`src/rtl/mem_access_unit.sv`:
```
// mem_access_unit
//   Bridges a CPU load/store request channel to a single-port data memory
//   with a registered (next-cycle) read. Word accesses go straight through.
//   Byte and half stores use read-modify-write: RD -> CAP (merge) -> WR.
//   Misaligned, illegal-size and out-of-range requests are answered with
//   respErr and never strobe the memory.
//
//   Build option: define MEM_ACCESS_SUBWORD_EN to enable byte/half
//   accesses. Without it, sizes 00/01 are rejected and the lane
//   extract/merge logic is not built.
//
// Ports
//   clk, reset                 clock, synchronous active-high reset
//   reqValid/reqReady          request handshake (ready only in IDLE)
//   reqWrite, reqSize,
//   reqSigned, reqAddr,
//   reqWdata                   request fields, latched on accept
//   respValid/respReady        response handshake
//   respRdata, respErr         load data (0 for stores/errors), error flag
//   adr                        word address to memory (0 when not accessing)
//   writeIn, writePin          write data and one-cycle write strobe
//   readPin, readOut           one-cycle read strobe, data valid next cycle
module mem_access_unit #(
  parameter int MEM_WORDS = 4
) (
  input  logic        clk,
  input  logic        reset,
  input  logic        reqValid,
  output logic        reqReady,
  input  logic        reqWrite,
  input  logic [1:0]  reqSize,
  input  logic        reqSigned,
  input  logic [31:0] reqAddr,
  input  logic [31:0] reqWdata,
  output logic        respValid,
  input  logic        respReady,
  output logic [31:0] respRdata,
  output logic        respErr,
  output logic [31:0] adr,
  output logic [31:0] writeIn,
  output logic        writePin,
  output logic        readPin,
  input  logic [31:0] readOut
);

  typedef enum logic [2:0] {IDLE, RD, CAP, WR, RESP} state_t;

  localparam logic [31:0] MEM_WORDS_U = MEM_WORDS;

  state_t      state_reg;
  logic        resp_valid_reg;
  logic        resp_err_reg;
  logic [31:0] resp_rdata_reg;
  logic [31:0] adr_reg;
  logic [31:0] write_in_reg;
  logic        write_pin_reg;
  logic        read_pin_reg;
  logic        req_err;
  logic [31:0] load_data;

`ifdef MEM_ACCESS_SUBWORD_EN
  logic        write_reg;
  logic [1:0]  size_reg;
  logic        signed_reg;
  logic [1:0]  lane_reg;
  logic [31:0] wdata_reg;
  logic [31:0] merge_data;
  logic [7:0]  sel_byte;
  logic [15:0] sel_half;
`else
  logic        unused_subword;
  assign unused_subword = reqSigned;
`endif

  // Request legality, evaluated on the live request while in IDLE.
  always_comb begin
    req_err = 1'b0;
    case (reqSize)
      2'b11: req_err = 1'b1;
      2'b10: req_err = (reqAddr[1:0] != 2'b00);
`ifdef MEM_ACCESS_SUBWORD_EN
      2'b01: req_err = reqAddr[0];
      default: req_err = 1'b0;
`else
      default: req_err = 1'b1;
`endif
    endcase
    if ({2'b00, reqAddr[31:2]} >= MEM_WORDS_U) req_err = 1'b1;
  end

`ifdef MEM_ACCESS_SUBWORD_EN
  // Little-endian lane extract for loads and lane replace for sub-word stores.
  always_comb begin
    sel_byte   = readOut[{lane_reg, 3'b000} +: 8];
    sel_half   = readOut[{lane_reg[1], 4'b0000} +: 16];
    merge_data = readOut;
    case (size_reg)
      2'b00: begin
        load_data = {{24{signed_reg & sel_byte[7]}}, sel_byte};
        merge_data[{lane_reg, 3'b000} +: 8] = wdata_reg[7:0];
      end
      2'b01: begin
        load_data = {{16{signed_reg & sel_half[15]}}, sel_half};
        merge_data[{lane_reg[1], 4'b0000} +: 16] = wdata_reg[15:0];
      end
      default: load_data = readOut;
    endcase
  end
`else
  assign load_data = readOut;
`endif

  always_ff @(posedge clk) begin
    if (reset) begin
      state_reg      <= IDLE;
      resp_valid_reg <= 1'b0;
      resp_err_reg   <= 1'b0;
      resp_rdata_reg <= '0;
      adr_reg        <= '0;
      write_in_reg   <= '0;
      write_pin_reg  <= 1'b0;
      read_pin_reg   <= 1'b0;
`ifdef MEM_ACCESS_SUBWORD_EN
      write_reg      <= 1'b0;
      size_reg       <= 2'b00;
      signed_reg     <= 1'b0;
      lane_reg       <= 2'b00;
      wdata_reg      <= '0;
`endif
    end else begin
      // Strobes are single-cycle pulses unless re-armed below.
      write_pin_reg <= 1'b0;
      read_pin_reg  <= 1'b0;
      case (state_reg)
        IDLE: begin
          if (reqValid) begin
`ifdef MEM_ACCESS_SUBWORD_EN
            write_reg  <= reqWrite;
            size_reg   <= reqSize;
            signed_reg <= reqSigned;
            lane_reg   <= reqAddr[1:0];
            wdata_reg  <= reqWdata;
`endif
            if (req_err) begin
              state_reg      <= RESP;
              resp_valid_reg <= 1'b1;
              resp_err_reg   <= 1'b1;
              resp_rdata_reg <= '0;
            end else if (!reqWrite || reqSize != 2'b10) begin
              state_reg    <= RD;
              read_pin_reg <= 1'b1;
              adr_reg      <= {2'b00, reqAddr[31:2]};
            end else begin
              state_reg     <= WR;
              write_pin_reg <= 1'b1;
              write_in_reg  <= reqWdata;
              adr_reg       <= {2'b00, reqAddr[31:2]};
            end
          end
        end
        RD: state_reg <= CAP;
        CAP: begin
`ifdef MEM_ACCESS_SUBWORD_EN
          if (write_reg) begin
            state_reg     <= WR;
            write_pin_reg <= 1'b1;
            write_in_reg  <= merge_data;
          end else
`endif
          begin
            state_reg      <= RESP;
            resp_valid_reg <= 1'b1;
            resp_rdata_reg <= load_data;
            adr_reg        <= '0;
          end
        end
        WR: begin
          state_reg      <= RESP;
          resp_valid_reg <= 1'b1;
          resp_rdata_reg <= '0;
          adr_reg        <= '0;
          write_in_reg   <= '0;
        end
        RESP: begin
          if (respReady) begin
            state_reg      <= IDLE;
            resp_valid_reg <= 1'b0;
            resp_err_reg   <= 1'b0;
            resp_rdata_reg <= '0;
          end
        end
        default: state_reg <= IDLE;
      endcase
    end
  end

  assign reqReady  = (state_reg == IDLE);
  assign respValid = resp_valid_reg;
  assign respErr   = resp_err_reg;
  assign respRdata = resp_rdata_reg;
  assign adr       = adr_reg;
  assign writeIn   = write_in_reg;
  // Reset kills a strobe in the very cycle it is raised, even mid-WR.
  assign writePin  = write_pin_reg & ~reset;
  assign readPin   = read_pin_reg & ~reset;

endmodule

```
`config.mk`:
```
export PLATFORM = sky130hd
export DESIGN_NAME = mem_access_unit
export DESIGN_NICKNAME = d
export VERILOG_FILES = /design/src/rtl/mem_access_unit.sv
export SDC_FILE = /design/constraint.sdc
export NUM_CORES = 1
export LEC_CHECK = 0
export ABC_AREA = 1
export ABC_CLOCK_PERIOD_IN_PS = 3800
export BUFFER_PORTS_ARGS = -buffer_cell sky130_fd_sc_hd__buf_2
export CAP_MARGIN = 20
export CORE_MARGIN = 2
export CORE_UTILIZATION = 45
export CTS_CLUSTER_SIZE = 40
export DETAILED_ROUTE_END_ITERATION = 16
export PLACE_DENSITY = 0.78
export SLEW_MARGIN = 25
export SYNTH_ARGS = -nofsm -noshare
export SYNTH_HDL_FRONTEND = slang
export SYNTH_SLANG_ARGS = --single-unit
```
`constraint.sdc`:
```
create_clock -name clk -period 3.8 [get_ports clk]
set_input_delay 0.38 -clock clk [delete_from_list [all_inputs] [get_ports clk]]
set_output_delay 0.38 -clock clk [all_outputs]
set_load 0.02 [all_outputs]
```
==> impl_results.md <==
- Top cells by count, synth: 178 x sky130_fd_sc_hd__nand2_1, 104 x sky130_fd_sc_hd__inv_1, 101 x sky130_fd_sc_hd__dfxtp_1, 100 x sky130_fd_sc_hd__nor2_1, 36 x sky130_fd_sc_hd__nand3_1
- Post-CTS Hold Buffers: 0
- Count of fill cells added during filler insertion: 944
- Register clock-pin slew on the reported worst setup and hold paths: 120 ps
- Max transition margin: 45.0%
- Combinational share of power: 10.8%
- Final #Nets: 922
- Total grt overflow: 0
- Post-route DRC violation count: 0
- Seq/Total Area, Yosys: 47.2%
- Most instantiated library cell after synthesis: sky130_fd_sc_hd__nand2_1
- Relative contribution of the clock network to total power: 35.1%
- Buffer count from post-CTS setup fixing: 0
- Clock net sink count: 101
- CP required: 4090 ps
- Seq cells post-synth: 101
- Highest net fanout along the worst path: 36
- Final Hold Fails: 0
- Crit path DAT: 2430 ps
- First-pass iteration count of the detailed router: 7
- Gates resized, CTS repair: 0
- Largest stage delay on the critical path: 720 ps
- Fraction of power spent switching nets: 28.8%
- Ordered cell list for the critical path: nor2_2 -> inv_2 -> nor2_2 -> buf_4 -> nand2_1 -> a21oi_1
- Die area: 10300 um2
- Max Buffers Root-to-Sink: 2
- Hold Crit Class: in -> reg
- Core Footprint: 9240 um2
- Post-synthesis instance area: 4290 um2
- Peak clock frequency supported by timing: 467 MHz
- Port-buffer cells: 201
- Total power divided by cell area: 360 nW/um2
- Maximum level of the CTS H-tree: 3
- Final weighted congestion in routability-driven placement: 0.775
- Antenna diode count: 0
- P_leak: 3.02 nW
- Startpoint class of the critical path: flip-flop
- Post-synth EDFFs: 0
- Width of the die: 102 um
- Most frequent cell on the critical path: sky130_fd_sc_hd__nor2_2
- DP HPWL: 7260 um
- Post-synth cell types: 25
- Initial DRC Count: 91
- Count of non-filler cells in the finished layout: 952
- Nature of the critical path endpoint: flip-flop
- Instance area after placement: 5310 um2
- Antenna violation net count after detailed routing: 0
- Final Slew Violations: 0
- Antenna violations before repair: 0
- Avg Inst Size Synth: 6.74 um2
- Final critical delay including setup and external delays: 2140 ps
- Internal power: 1.42 mW
- Layout cell share with drive strength beyond 1: 28.9%
- Effective utilization at floorplan: 46.4%
- Cell type with the largest total area after synthesis: sky130_fd_sc_hd__dfxtp_1
- Summed area of non-filler cells in the final layout: 5530 um2
- Final setup TNS: 0 ps
- Final setup viols: 0
- Share of Yosys cell area claimed by the top area cell type: 47.2%
- Actual transition at the worst max-transition pin: 824 ps
- Placed cell count: 936
- Number of vias after detailed routing: 4285
- Clock buffer count from CTS: 9
- Maximum resistive drop on vdd: 226 uV
- Result of the run: finished, final reports clean
- Row count: 35
- Critical setup path kind: reg -> reg
- Top cells by area, synth: sky130_fd_sc_hd__dfxtp_1 47%, sky130_fd_sc_hd__nand2_1 16%, sky130_fd_sc_hd__inv_1 9.1%, sky130_fd_sc_hd__nor2_1 8.8%, sky130_fd_sc_hd__nand3_1 4.2%
- Share of total power in sequential cells: 54.1%
- Fraction of synthesis flops using an asynchronous set or reset pin: 0%
- RSZ-0062 raised after global routing: no
- Via count of the first global-routing pass: 4060
- Net Switching: 573 uW
- Clock insertion delay at the later pin of the skew report: 360 ps
- Die height: 102 um
- Global-route wire length before repair: 17500 um
- CTS tree: built
- Pin count of the biggest net entering global routing: 67
- Yosys warning total: 0
- Root Buffer Master: sky130_fd_sc_hd__clkbuf_8
- MaxCap Viol Count: 0
- DRT Wirelength: 10500 um
- Routed length per instance: 11.1 um
- P&R area growth vs syn: 28.9%
- Total GRT Usage: 20.7%
- Crit share post-route: 56.3%
- Top-level port count: 205
- Cell with the biggest individual delay on the critical path: sky130_fd_sc_hd__nor2_2
- Largest clock skew in the final design: 17.5 ps
- Synthesized instance count: 636
- Via-per-instance ratio: 4.50
- Prevailing post-synth register cell: sky130_fd_sc_hd__dfxtp_1
[power groups by stage]
stage	clock (mW)	combinational, mW	sequential [mW]
global placement	0	0.215	1.10
global route	0.758	0.244	1.08
CTS	0.717	0.217	1.08
finish	0.698	0.214	1.08
floorplan	0	0.126	1.11
detailed placement	0	0.216	1.10
[metrics by stage]
stage          hold WS (ps)  power (mW)  setup WS, ps  util, %
2_1_floorplan           468        1.24          2330        -
3_3_place_gp            423        1.32          1330     57.5
3_5_place_dp            425        1.32          1330     57.5
4_1_cts                 235        2.01          1630     59.8
5_1_grt                 227        2.08          1360     59.8
6_report                255        1.99          1660     59.8
[routing by layer]
layer	global-route usage [%]	routed length, um	part of all wire [%]
met5	0	0	0
met2	36.9	4900	47
met4	4.68	97	0.92
met3	7.25	918	8.7
met1	23.9	4610	44
[final timing paths]
kind	cells past startpoint	startpoint	slack (ps)	to
setup / recovery	6	state_reg[2]	1660	respRdata[10]
hold / removal	3	readOut[6]	250	respRdata[6]
setup reg to reg	6	state_reg[2]	1660	respRdata[10]
hold reg to reg	2	adr[29]	440	adr[29]
[layout make-up]
cell class / count / area [um2] / area share (%)
inverter: 110 / 413 / 7.47
multi-input combinational: 390 / 1670 / 30.3
clock buffer: 9 / 124 / 2.24
tap: 129 / 161 / 2.92
timing repair buffer: 206 / 1040 / 18.9
clock inverter: 7 / 91.3 / 1.65
sequential: 101 / 2020 / 36.6
[cell families (layout without fill, tap and decap cells)]
group | count (synthesis) | in the layout | share of synthesized area (%)
AOI/OAI and AO/OA | 38 | 38 | 4.52
buffers and inverters | 146 | 332 | 13.9
DFF | 101 | 101 | 47.2
other | 1 | 2 | 0.0875
and+or+nand+nor | 350 | 350 | 34.3
[critical path, delay by kind of cell, from the launching register on]
family	cells	cell delay [ps]
AO/OA/AOI/OAI	1	140
buffers and inverters	2	550
AND/OR/NAND/NOR	3	980
flip-flops	1	390
[placed cells by master (no fill, tap or decap)]
cell type and instances:
sky130_fd_sc_hd__nand3_2 2, sky130_fd_sc_hd__nand2_1 178, sky130_fd_sc_hd__nand2_2 3, sky130_fd_sc_hd__nand3_1 36, sky130_fd_sc_hd__nor2_4 1, sky130_fd_sc_hd__nor2_1 99
sky130_fd_sc_hd__clkinv_8 4, sky130_fd_sc_hd__o22ai_1 1, sky130_fd_sc_hd__nor2_2 3, sky130_fd_sc_hd__dfxtp_1 101, sky130_fd_sc_hd__inv_1 104, sky130_fd_sc_hd__nand4_1 24
sky130_fd_sc_hd__buf_4 5, sky130_fd_sc_hd__inv_2 5, sky130_fd_sc_hd__o21bai_1 1, sky130_fd_sc_hd__o21ai_0 1, sky130_fd_sc_hd__a21oi_1 35, sky130_fd_sc_hd__clkbuf_8 9
sky130_fd_sc_hd__inv_6 3, sky130_fd_sc_hd__nor3_1 1, sky130_fd_sc_hd__conb_1 2, sky130_fd_sc_hd__buf_2 201, sky130_fd_sc_hd__and2_1 1, sky130_fd_sc_hd__nand2_4 2
sky130_fd_sc_hd__clkinv_1 1
Power figures use the tool's default switching activity.
